`src/rtl/fp_ieee754_pkg.sv`:
```
// Shared IEEE-754 constants for the adder: rounding-mode, class and exception bit indices,
// plus the rounding-mode decoder.
package fp_ieee754_pkg;

    localparam int unsigned NRAS   = 5;
    localparam int unsigned NTYPES = 6;
    localparam int unsigned NEXC   = 5;

    localparam int unsigned RaRne = 0;
    localparam int unsigned RaRtz = 1;
    localparam int unsigned RaRtp = 2;
    localparam int unsigned RaRtn = 3;
    localparam int unsigned RaRta = 4;

    localparam int unsigned ClsSnan      = 0;
    localparam int unsigned ClsQnan      = 1;
    localparam int unsigned ClsInf       = 2;
    localparam int unsigned ClsZero      = 3;
    localparam int unsigned ClsNormal    = 4;
    localparam int unsigned ClsSubnormal = 5;

    localparam int unsigned ExcInvalid   = 0;
    localparam int unsigned ExcDivZero   = 1;
    localparam int unsigned ExcOverflow  = 2;
    localparam int unsigned ExcUnderflow = 3;
    localparam int unsigned ExcInexact   = 4;

    typedef enum logic [2:0] {RndRne, RndRtz, RndRtp, RndRtn, RndRta} rnd_e;

    // Anything that is not exactly one-hot falls back to ties-to-even.
    function automatic rnd_e decode_ra(input logic [NRAS-1:0] ra);
        rnd_e mode;
        unique case (ra)
            NRAS'(1 << RaRtz): mode = RndRtz;
            NRAS'(1 << RaRtp): mode = RndRtp;
            NRAS'(1 << RaRtn): mode = RndRtn;
            NRAS'(1 << RaRta): mode = RndRta;
            default:           mode = RndRne;
        endcase
        return mode;
    endfunction

endpackage

```
`src/rtl/fp_class.sv`:
```
// Splits one IEEE-754 word into sign, effective exponent and significand (hidden bit
// included) and reports its one-hot class.
module fp_class
    import fp_ieee754_pkg::*;
#(
    parameter int unsigned NEXP = 5,
    parameter int unsigned NSIG = 10
) (
    input  logic [NEXP+NSIG:0]  op_i,
    output logic                sign_o,
    output logic [NEXP-1:0]     exp_o,
    output logic [NSIG:0]       sig_o,
    output logic                zero_o,
    output logic                inf_o,
    output logic                nan_o,
    output logic                snan_o,
    output logic [NTYPES-1:0]   flags_o
);

    logic [NEXP-1:0] e;
    logic [NSIG-1:0] f;
    logic            e_zero;
    logic            e_ones;
    logic            f_zero;

    assign e      = op_i[NEXP+NSIG-1:NSIG];
    assign f      = op_i[NSIG-1:0];
    assign e_zero = (e == '0);
    assign e_ones = &e;
    assign f_zero = (f == '0);

    assign sign_o = op_i[NEXP+NSIG];
    // Subnormals share the minimum normal exponent so alignment needs no special case.
    assign exp_o  = e_zero ? NEXP'(1) : e;
    assign sig_o  = {~e_zero, f};
    assign zero_o = e_zero & f_zero;
    assign inf_o  = e_ones & f_zero;
    assign nan_o  = e_ones & ~f_zero;
    assign snan_o = nan_o & ~f[NSIG-1];

    always_comb begin
        flags_o               = '0;
        flags_o[ClsSnan]      = snan_o;
        flags_o[ClsQnan]      = nan_o & f[NSIG-1];
        flags_o[ClsInf]       = inf_o;
        flags_o[ClsZero]      = zero_o;
        flags_o[ClsNormal]    = ~e_zero & ~e_ones;
        flags_o[ClsSubnormal] = e_zero & ~f_zero;
    end

endmodule

```
`src/rtl/fp_add_reg.sv`:
```
// Registered IEEE-754 adder with guard/round/sticky rounding, one cycle latency.
// Define FP_ADD_STICKY_EXC_EN to add the accumulated exc_sticky output.
module fp_add_reg
    import fp_ieee754_pkg::*;
#(
    parameter  int unsigned NEXP = 5,
    parameter  int unsigned NSIG = 10,
    localparam int unsigned W    = NEXP + NSIG + 1
) (
    input  logic              clk,
    input  logic              clr_n,
    input  logic              in_valid,
    input  logic [W-1:0]      a,
    input  logic [W-1:0]      b,
    input  logic [NRAS-1:0]   ra,
    output logic              out_valid,
    output logic [W-1:0]      s,
    output logic [NTYPES-1:0] s_flags,
    output logic [NEXC-1:0]   exception
`ifdef FP_ADD_STICKY_EXC_EN
    ,
    output logic [NEXC-1:0]   exc_sticky
`endif
);

    localparam int unsigned XW  = NSIG + 4;
    localparam int unsigned SAT = NSIG + 3;
    localparam int unsigned SHW = $clog2(XW + 1) + 1;
    localparam logic [NEXP:0]  ExpOnes  = {1'b0, {NEXP{1'b1}}};
    localparam logic [W-1:0]   QuietBit = W'(1) << (NSIG - 1);
    localparam logic [W-1:0]   DefNan   = {1'b0, {NEXP{1'b1}}, 1'b1, {(NSIG-1){1'b0}}};

    logic              a_sign, b_sign, a_zero, b_zero, a_inf, b_inf, a_nan, b_nan, a_snan, b_snan;
    logic [NEXP-1:0]   a_exp, b_exp;
    logic [NSIG:0]     a_sig, b_sig;
    logic [NTYPES-1:0] a_flags, b_flags;

    fp_class #(.NEXP(NEXP), .NSIG(NSIG)) u_cls_a (
        .op_i    (a),
        .sign_o  (a_sign),
        .exp_o   (a_exp),
        .sig_o   (a_sig),
        .zero_o  (a_zero),
        .inf_o   (a_inf),
        .nan_o   (a_nan),
        .snan_o  (a_snan),
        .flags_o (a_flags)
    );

    fp_class #(.NEXP(NEXP), .NSIG(NSIG)) u_cls_b (
        .op_i    (b),
        .sign_o  (b_sign),
        .exp_o   (b_exp),
        .sig_o   (b_sig),
        .zero_o  (b_zero),
        .inf_o   (b_inf),
        .nan_o   (b_nan),
        .snan_o  (b_snan),
        .flags_o (b_flags)
    );

    // Order operands by magnitude; the larger one fixes the result sign and exponent.
    logic            a_ge, x_sign, eff_sub;
    logic [NEXP-1:0] x_exp, y_exp;
    logic [NSIG:0]   x_sig, y_sig;

    assign a_ge    = (a[W-2:0] >= b[W-2:0]);
    assign x_sign  = a_ge ? a_sign : b_sign;
    assign x_exp   = a_ge ? a_exp : b_exp;
    assign y_exp   = a_ge ? b_exp : a_exp;
    assign x_sig   = a_ge ? a_sig : b_sig;
    assign y_sig   = a_ge ? b_sig : a_sig;
    assign eff_sub = a_sign ^ b_sign;

    logic [NEXP-1:0] exp_diff;
    logic [SHW-1:0]  shamt;
    logic [XW-1:0]   x_ext, y_ext, y_al;
    logic [XW:0]     sum;

    always_comb begin
        exp_diff = x_exp - y_exp;
        shamt    = (32'(exp_diff) >= 32'(SAT)) ? SHW'(SAT) : SHW'(exp_diff);
        x_ext    = {x_sig, 3'b000};
        y_ext    = {y_sig, 3'b000};
        y_al     = (y_ext >> shamt) | XW'(|(y_ext & ~({XW{1'b1}} << shamt)));
        sum      = eff_sub ? ({1'b0, x_ext} - {1'b0, y_al}) : ({1'b0, x_ext} + {1'b0, y_al});
    end

    logic [SHW-1:0]  lz, lshift;
    logic [NEXP-1:0] lim;
    logic [XW-1:0]   norm;
    logic [NEXP:0]   norm_exp;

    always_comb begin
        lz = SHW'(XW);
        for (int i = 0; i < XW; i++) begin
            if (sum[i]) lz = SHW'(XW - 1 - i);
        end
        // Left shift stops at the minimum exponent, leaving a subnormal pattern.
        lim    = x_exp - NEXP'(1);
        lshift = (32'(lz) > 32'(lim)) ? SHW'(lim) : lz;
        if (sum[XW]) begin
            norm     = {sum[XW:2], sum[1] | sum[0]};
            norm_exp = {1'b0, x_exp} + (NEXP+1)'(1);
        end else begin
            norm     = sum[XW-1:0] << lshift;
            norm_exp = {1'b0, x_exp} - (NEXP+1)'(lshift);
        end
    end

    rnd_e            rnd;
    logic            lsb, grd, stk, inexact, up, rnd_hid, ovf, ovf_to_inf;
    logic [NSIG+1:0] mant;
    logic [NEXP:0]   rnd_exp;
    logic [NSIG-1:0] rnd_frac;

    always_comb begin
        rnd     = decode_ra(ra);
        lsb     = norm[3];
        grd     = norm[2];
        stk     = |norm[1:0];
        inexact = grd | stk;
        unique case (rnd)
            RndRne:  up = grd & (stk | lsb);
            RndRtz:  up = 1'b0;
            RndRtp:  up = inexact & ~x_sign;
            RndRtn:  up = inexact & x_sign;
            RndRta:  up = grd;
            default: up = 1'b0;
        endcase
        mant = {1'b0, norm[XW-1:3]} + (NSIG+2)'(up);
        if (mant[NSIG+1]) begin
            rnd_exp  = norm_exp + (NEXP+1)'(1);
            rnd_frac = '0;
            rnd_hid  = 1'b1;
        end else begin
            rnd_exp  = norm_exp;
            rnd_frac = mant[NSIG-1:0];
            rnd_hid  = mant[NSIG];
        end
        ovf        = (rnd_exp >= ExpOnes);
        ovf_to_inf = (rnd == RndRne) | (rnd == RndRta) | ((rnd == RndRtp) & ~x_sign) |
                     ((rnd == RndRtn) & x_sign);
    end

    logic [W-1:0]    s_d;
    logic [NEXC-1:0] exc_d;

    always_comb begin
        s_d   = '0;
        exc_d = '0;
        if (a_nan | b_nan) begin
            s_d               = a_nan ? (a | QuietBit) : (b | QuietBit);
            exc_d[ExcInvalid] = a_snan | b_snan;
        end else if (a_inf & b_inf & eff_sub) begin
            s_d               = DefNan;
            exc_d[ExcInvalid] = 1'b1;
        end else if (a_inf) begin
            s_d = a;
        end else if (b_inf) begin
            s_d = b;
        end else if (sum == '0) begin
            s_d = {eff_sub ? (rnd == RndRtn) : a_sign, {(W-1){1'b0}}};
        end else if (ovf) begin
            s_d = ovf_to_inf ? {x_sign, {NEXP{1'b1}}, {NSIG{1'b0}}}
                             : {x_sign, {(NEXP-1){1'b1}}, 1'b0, {NSIG{1'b1}}};
            exc_d[ExcOverflow] = 1'b1;
            exc_d[ExcInexact]  = 1'b1;
        end else begin
            s_d = {x_sign, rnd_hid ? rnd_exp[NEXP-1:0] : {NEXP{1'b0}}, rnd_frac};
            exc_d[ExcInexact]   = inexact;
            exc_d[ExcUnderflow] = inexact & ~rnd_hid;
        end
    end

    logic              s_sign, s_zero, s_inf, s_nan, s_snan;
    logic [NEXP-1:0]   s_exp;
    logic [NSIG:0]     s_sig;
    logic [NTYPES-1:0] s_flags_d;

    fp_class #(.NEXP(NEXP), .NSIG(NSIG)) u_cls_s (
        .op_i    (s_d),
        .sign_o  (s_sign),
        .exp_o   (s_exp),
        .sig_o   (s_sig),
        .zero_o  (s_zero),
        .inf_o   (s_inf),
        .nan_o   (s_nan),
        .snan_o  (s_snan),
        .flags_o (s_flags_d)
    );

    logic unused_cls;
    assign unused_cls = ^{a_zero, b_zero, a_flags, b_flags, s_sign, s_zero, s_inf, s_nan,
                          s_snan, s_exp, s_sig};

    logic              out_valid_q;
    logic [W-1:0]      s_q;
    logic [NTYPES-1:0] s_flags_q;
    logic [NEXC-1:0]   exc_q;

    always_ff @(posedge clk or negedge clr_n) begin
        if (!clr_n) begin
            out_valid_q <= 1'b0;
            s_q         <= '0;
            s_flags_q   <= '0;
            exc_q       <= '0;
        end else begin
            out_valid_q <= in_valid;
            if (in_valid) begin
                s_q       <= s_d;
                s_flags_q <= s_flags_d;
                exc_q     <= exc_d;
            end
        end
    end

    assign out_valid = out_valid_q;
    assign s         = s_q;
    assign s_flags   = s_flags_q;
    assign exception = exc_q;

`ifdef FP_ADD_STICKY_EXC_EN
    logic [NEXC-1:0] exc_sticky_q;

    always_ff @(posedge clk or negedge clr_n) begin
        if (!clr_n) begin
            exc_sticky_q <= '0;
        end else if (in_valid) begin
            exc_sticky_q <= exc_sticky_q | exc_d;
        end
    end

    assign exc_sticky = exc_sticky_q;
`endif

endmodule

```
`config.mk`:
```
export PLATFORM = sky130hd
export DESIGN_NAME = fp_add_reg
export DESIGN_NICKNAME = d
export VERILOG_FILES = /design/src/rtl/fp_ieee754_pkg.sv /design/src/rtl/fp_class.sv /design/src/rtl/fp_add_reg.sv
export SDC_FILE = /design/constraint.sdc
export NUM_CORES = 1
export LEC_CHECK = 0
export ABC_AREA = 1
export CORE_MARGIN = 4
export CORE_UTILIZATION = 54
export DETAILED_ROUTE_END_ITERATION = 16
export HOLD_SLACK_MARGIN = 0.06
export PLACE_DENSITY = 0.76
export SYNTH_ARGS = -nofsm -noshare
export SYNTH_HDL_FRONTEND = slang
export SYNTH_SLANG_ARGS = --single-unit
```
`constraint.sdc`:
```
create_clock -name clk -period 0.8 [get_ports clk]
set_input_delay 0.16 -clock clk [delete_from_list [all_inputs] [get_ports clk]]
set_output_delay 0.16 -clock clk [all_outputs]
set_load 0.005 [all_outputs]
```
==> results of run 1 <==
-- cell families after synthesis --
family,after synthesis
simple gates,717
flops,27
other cells,1
compound gates,177
fa+ha+maj,57
xor+xnor,16
buf+inv,213
-- layer usage --
metal | global-route usage (%) | overflow
met1 | 69.1 | 4
met2 | 94.5 | 90
met3 | 48.9 | 2
met4 | 82.8 | 82
met5 | 11.0 | 0
-- per-stage QoR --
stage	cell area, µm²	hold slack [ps]	cells
after floorplan	7240	-136	1208
after global placement	10400	465	1751
after detailed placement	10400	471	1751
after CTS	11800	269	1838
-- what timing repair did --
action | 4_1_cts
resized for setup | 462
pin swaps | 136
endpoints found under the setup margin | 54
endpoints found under the hold margin | 0
gates cloned | 5
buffers inserted | 80
==> run_results.csv, run 1 <==
group,metric,value,unit
clock_tree,cts_root_buf,"clkbuf_16",
placed_design,globalplace.congestion,1.00,
floorplan,fp.dieH,121,µm
synth,synthAdderAreaFrac,10.5,%
run_status,outcome,"stopped before the end",
synth,ys_ff_latch,27,
synth,synth_edf_count,0,
global_routing,globalRoute.totalOverflow,178,
global_routing,grt_pass1_wl,83.7,mm
synth,ys_seq_area_share,9.76,%
global_routing,grtUsageTotal,72.4,%
clock_tree,cts_htree_levels,1,
synth,synth_compound_area_share,14.5,%
synth,yosysTopAreaCell,"nand2_1",
run_status,failed_stage,"global routing (5_1_grt)",
placed_design,port_buffers,66,
floorplan,ioPinCount,68,
run_status,stop_error,"[ERROR GRT-0116] Global routing finished with congestion. Check the congestion regions in the DRC Viewer.",
synth,synthTopCellsByCount,"nand2_1, inv_1, nand3_1",
placed_design,dp_hpwl,22.3,mm
placed_design,dpl_worst_slack,-9790,ps
synth,netlist_area,0.00693,mm²
synth,synth_top_area_share,19.2,%
synth,syn_inst,1208,
synth,syn_nets,1305,
synth,avgSynthCellArea,5.73,µm²
synth,synth.area.top_cells,"nand2_1, nand3_1, ha_1, dfrtp_1, inv_1",
floorplan,core.rowCount,41,
clock_tree,cts_max_path_buffers,2,
global_routing,grt_max_degree,28,
synth,synth_xor_area_share,2.13,%
synth,synth_warnings,0,
synth,synth_most_common_cell,"nand2_1",
synth,synth_top_family_by_area,"simple AND/OR/NAND/NOR gates",
synth,ys_types,59,
floorplan,start_util,55.1,%
synth,synth_ff_type,"dfrtp_1",
clock_tree,clock-sinks,27,
floorplan,die_w,121,µm
synth,synthMuxAreaShare,0,%
clock_tree,cts_buffers,3,
synth,async_reset_ff_share,100,%
synth,synthSimpleGateAreaFrac,49.1,%
clock_tree,cts_hold_buf,0,
global_routing,grt_pass1_vias,14797,
==> run 2: changes to the inputs <==
- CORE_UTILIZATION: 54 -> 40
- HOLD_SLACK_MARGIN: 0.06 -> default
- PLACE_DENSITY: 0.76 -> default
- PLACE_DENSITY_LB_ADDON: default -> 0.15
- clock period: 0.8 -> 1 ns (I/O delays scaled with it)
==> run 2 against run 1 <==
Effect of this change: the flow now finishes, with violations (negative setup slack); synthesized cell count unchanged; area after synthesis unchanged.
==> run_results.csv, run 2 <==
group,metric,value,unit
synth,yosysTopAreaCell,"nand2_1",
cells_and_area,drive_gt1_share,50.4,%
cells_and_area,layout_common_cells,"buf_4, nand2_1, inv_1",
global_routing,grt_pass1_vias,9532,
critical_path,ff2ff_setup_slack,40,ps
timing,report.final.hold_viol_count,0,
synth,synth_ff_type,"dfrtp_1",
clock_tree,cts_hold_buf,0,
floorplan,start_util,41.3,%
synth,ys_seq_area_share,9.76,%
synth,syn_nets,1305,
synth,synth_edf_count,0,
placed_design,globalplace.congestion,0.968,
routing,viasPerCell,5.26,
clock_tree,clkLatencyLatePin,270,ps
global_routing,grt_max_degree,29,
synth,syn_inst,1208,
timing,final.setup.worst_slack,-8590,ps
run_status,outcome,"finished with violations",
timing,fmax,104,MHz
timing,rsz0062_at_grt,"yes",
timing,setup_tns,-189900,ps
routing,drt_wl_total,31.0,mm
clock_tree,cts_tree,"done",
clock_tree,cts_buffers,3,
pwr,peakVddDrop,2490,µV
run_status,violations,"negative setup slack",
routing,num_vias,10101,
pwr,p_leak,6.63,nW
clock_tree,cts_max_path_buffers,2,
floorplan,ioPinCount,68,
timing,setup_viol,29,
synth,synthTopCellsByCount,"nand2_1, inv_1, nand3_1",
critical_path,crit_family,"simple AND/OR/NAND/NOR gates",
floorplan,core.rowCount,47,
synth,ys_types,59,
cells_and_area,nets,1800,
timing,period_needed,9590,ps
placed_design,dp_hpwl,22.1,mm
critical_path,path_common_cell,"nand2_1",
critical_path,critical_path_class,"input pin to flip-flop",
critical_path,worstPathArrival,9800,ps
timing,post-route-period-util,959,%
cells_and_area,mostFrequentLayoutCell,"buf_4",
clock_tree,clock-sinks,27,
synth,synth_most_common_cell,"nand2_1",
synth,netlist_area,0.00693,mm²
critical_path,startpoint_type,"input pin",
timing,worst_pin_slew,687,ps
routing,dr.pass1.iters,5,
routing,wl_per_cell,16.1,µm
critical_path,setup.worst_path.end_class,"flip-flop",
critical_path,required,1210,ps
critical_path,worst-path-max-fanout,8,
flow_run,max_cap_violations,0,
critical_path,crit_buf_inv,16,
timing,timing.slew.headroom,53.7,%
placed_design,port_buffers,66,
placed_design,dpl_worst_slack,-9310,ps
placed_design,place_area,0.0106,mm²
critical_path,slowest_delay,550,ps
synth,synth.area.top_cells,"nand2_1, nand3_1, ha_1, dfrtp_1, inv_1",
global_routing,antenna_found_initial,0,
timing,whs,280,ps
cells_and_area,synthToLayoutAreaGrowth,81.4,%
cells_and_area,fin_area,0.0126,mm²
routing,route.detailed.drc,0,
timing,fin_skew,0,ps
clock_tree,clk_pin_slew,70,ps
clock_tree,cts_htree_levels,1,
timing,drv_slew,0,
floorplan,die_w,140,µm
cells_and_area,largest_register_ffs,16,
synth,ys_ff_latch,27,
worst_hold_path,hold_class,"input pin to async pin",
global_routing,grt_pass1_wl,45.9,mm
cells_and_area,diodes,0,
global_routing,globalRoute.totalOverflow,0,
pwr,power_per_cell_area,3990,mW/mm²
critical_path,crit_slowest_cell,"fa_2",
floorplan,fp.dieH,140,µm
clock_tree,cts_root_buf,"clkbuf_16",
global_routing,grtUsageTotal,27.9,%
synth,avgSynthCellArea,5.73,µm²
floorplan,core-area,0.0168,mm²
synth,synth_warnings,0,
routing,drt_iter0_markers,756,
floorplan,dieArea,0.0195,mm²
synth,synth_top_area_share,19.2,%
synth,async_reset_ff_share,100,%
routing,ant_nets,0,
==> run 2: cell counts after synthesis <==
Identical to the previous run, type by type.
==> run 2: repair_timing <==
item	in CTS	in global routing
setup buffers	66	30
resized for setup	420	163
pin swaps	106	124
endpoints found under the setup margin	52	50
cloned	2	0
==> run 2: path summary, 6_finish.rpt <==
| kind | startpoint | end | cells past startpoint |
|---|---|---|---|
| worst min-delay path | clr_n | exception[3] | 2 |
| min in group clk | s[8] | s[8] | 2 |
| worst min register to register | s[8] | s[8] | 2 |
| worst max-delay path | a[6] | s_flags[3] | 85 |
| max in group asynchronous | clr_n | exception[0] | 2 |
| worst max register to register | s[7] | s[7] | 4 |
==> run 2: metrics by stage <==
step	std cells	utilization [%]	total power [mW]
floorplan	1208	-	20.6
global placement	1821	63.3	35.3
detailed placement	1821	63.3	35.5
CTS	1892	69.7	42.4
global route	1922	74.9	53.5
finish	1922	74.9	50.1
==> run 2: cell type report <==
| type | count | area, µm² |
|---|---|---|
| inverters | 176 | 708 |
| clock inverters | 1 | 7.51 |
| multi-input cells | 968 | 6640 |
| fillers | 1284 | 4200 |
| flip-flops and latches | 27 | 676 |
| clock buffers | 3 | 75.1 |
| repair buffers | 527 | 4180 |
| well taps | 220 | 275 |
==> run 2: kinds of logic after synthesis <==
group / share of synthesized area (%)
compound gates: 14.5
xor+xnor: 2.13
buf+inv: 13.9
simple gates: 49.1
other cells: 0.0541
flops: 9.76
fa+ha+maj: 10.5
==> run 2: layer usage <==
layer | track usage, % | wire length [µm] | share of wire [%]
met3 | 2.64 | 1590 | 5.1
met1 | 36.7 | 12800 | 41
met5 | 0 | 0 | 0
met2 | 49.1 | 15400 | 50
met4 | 7.04 | 1210 | 3.9
==> run 2: power breakdown <==
group	switching [mW]	internal [mW]
Sequential	0.223	1.55
Combinational	25.1	22.2
Clock	0.431	0.546
Total	25.8	24.3
Power figures use the tool's default switching activity.
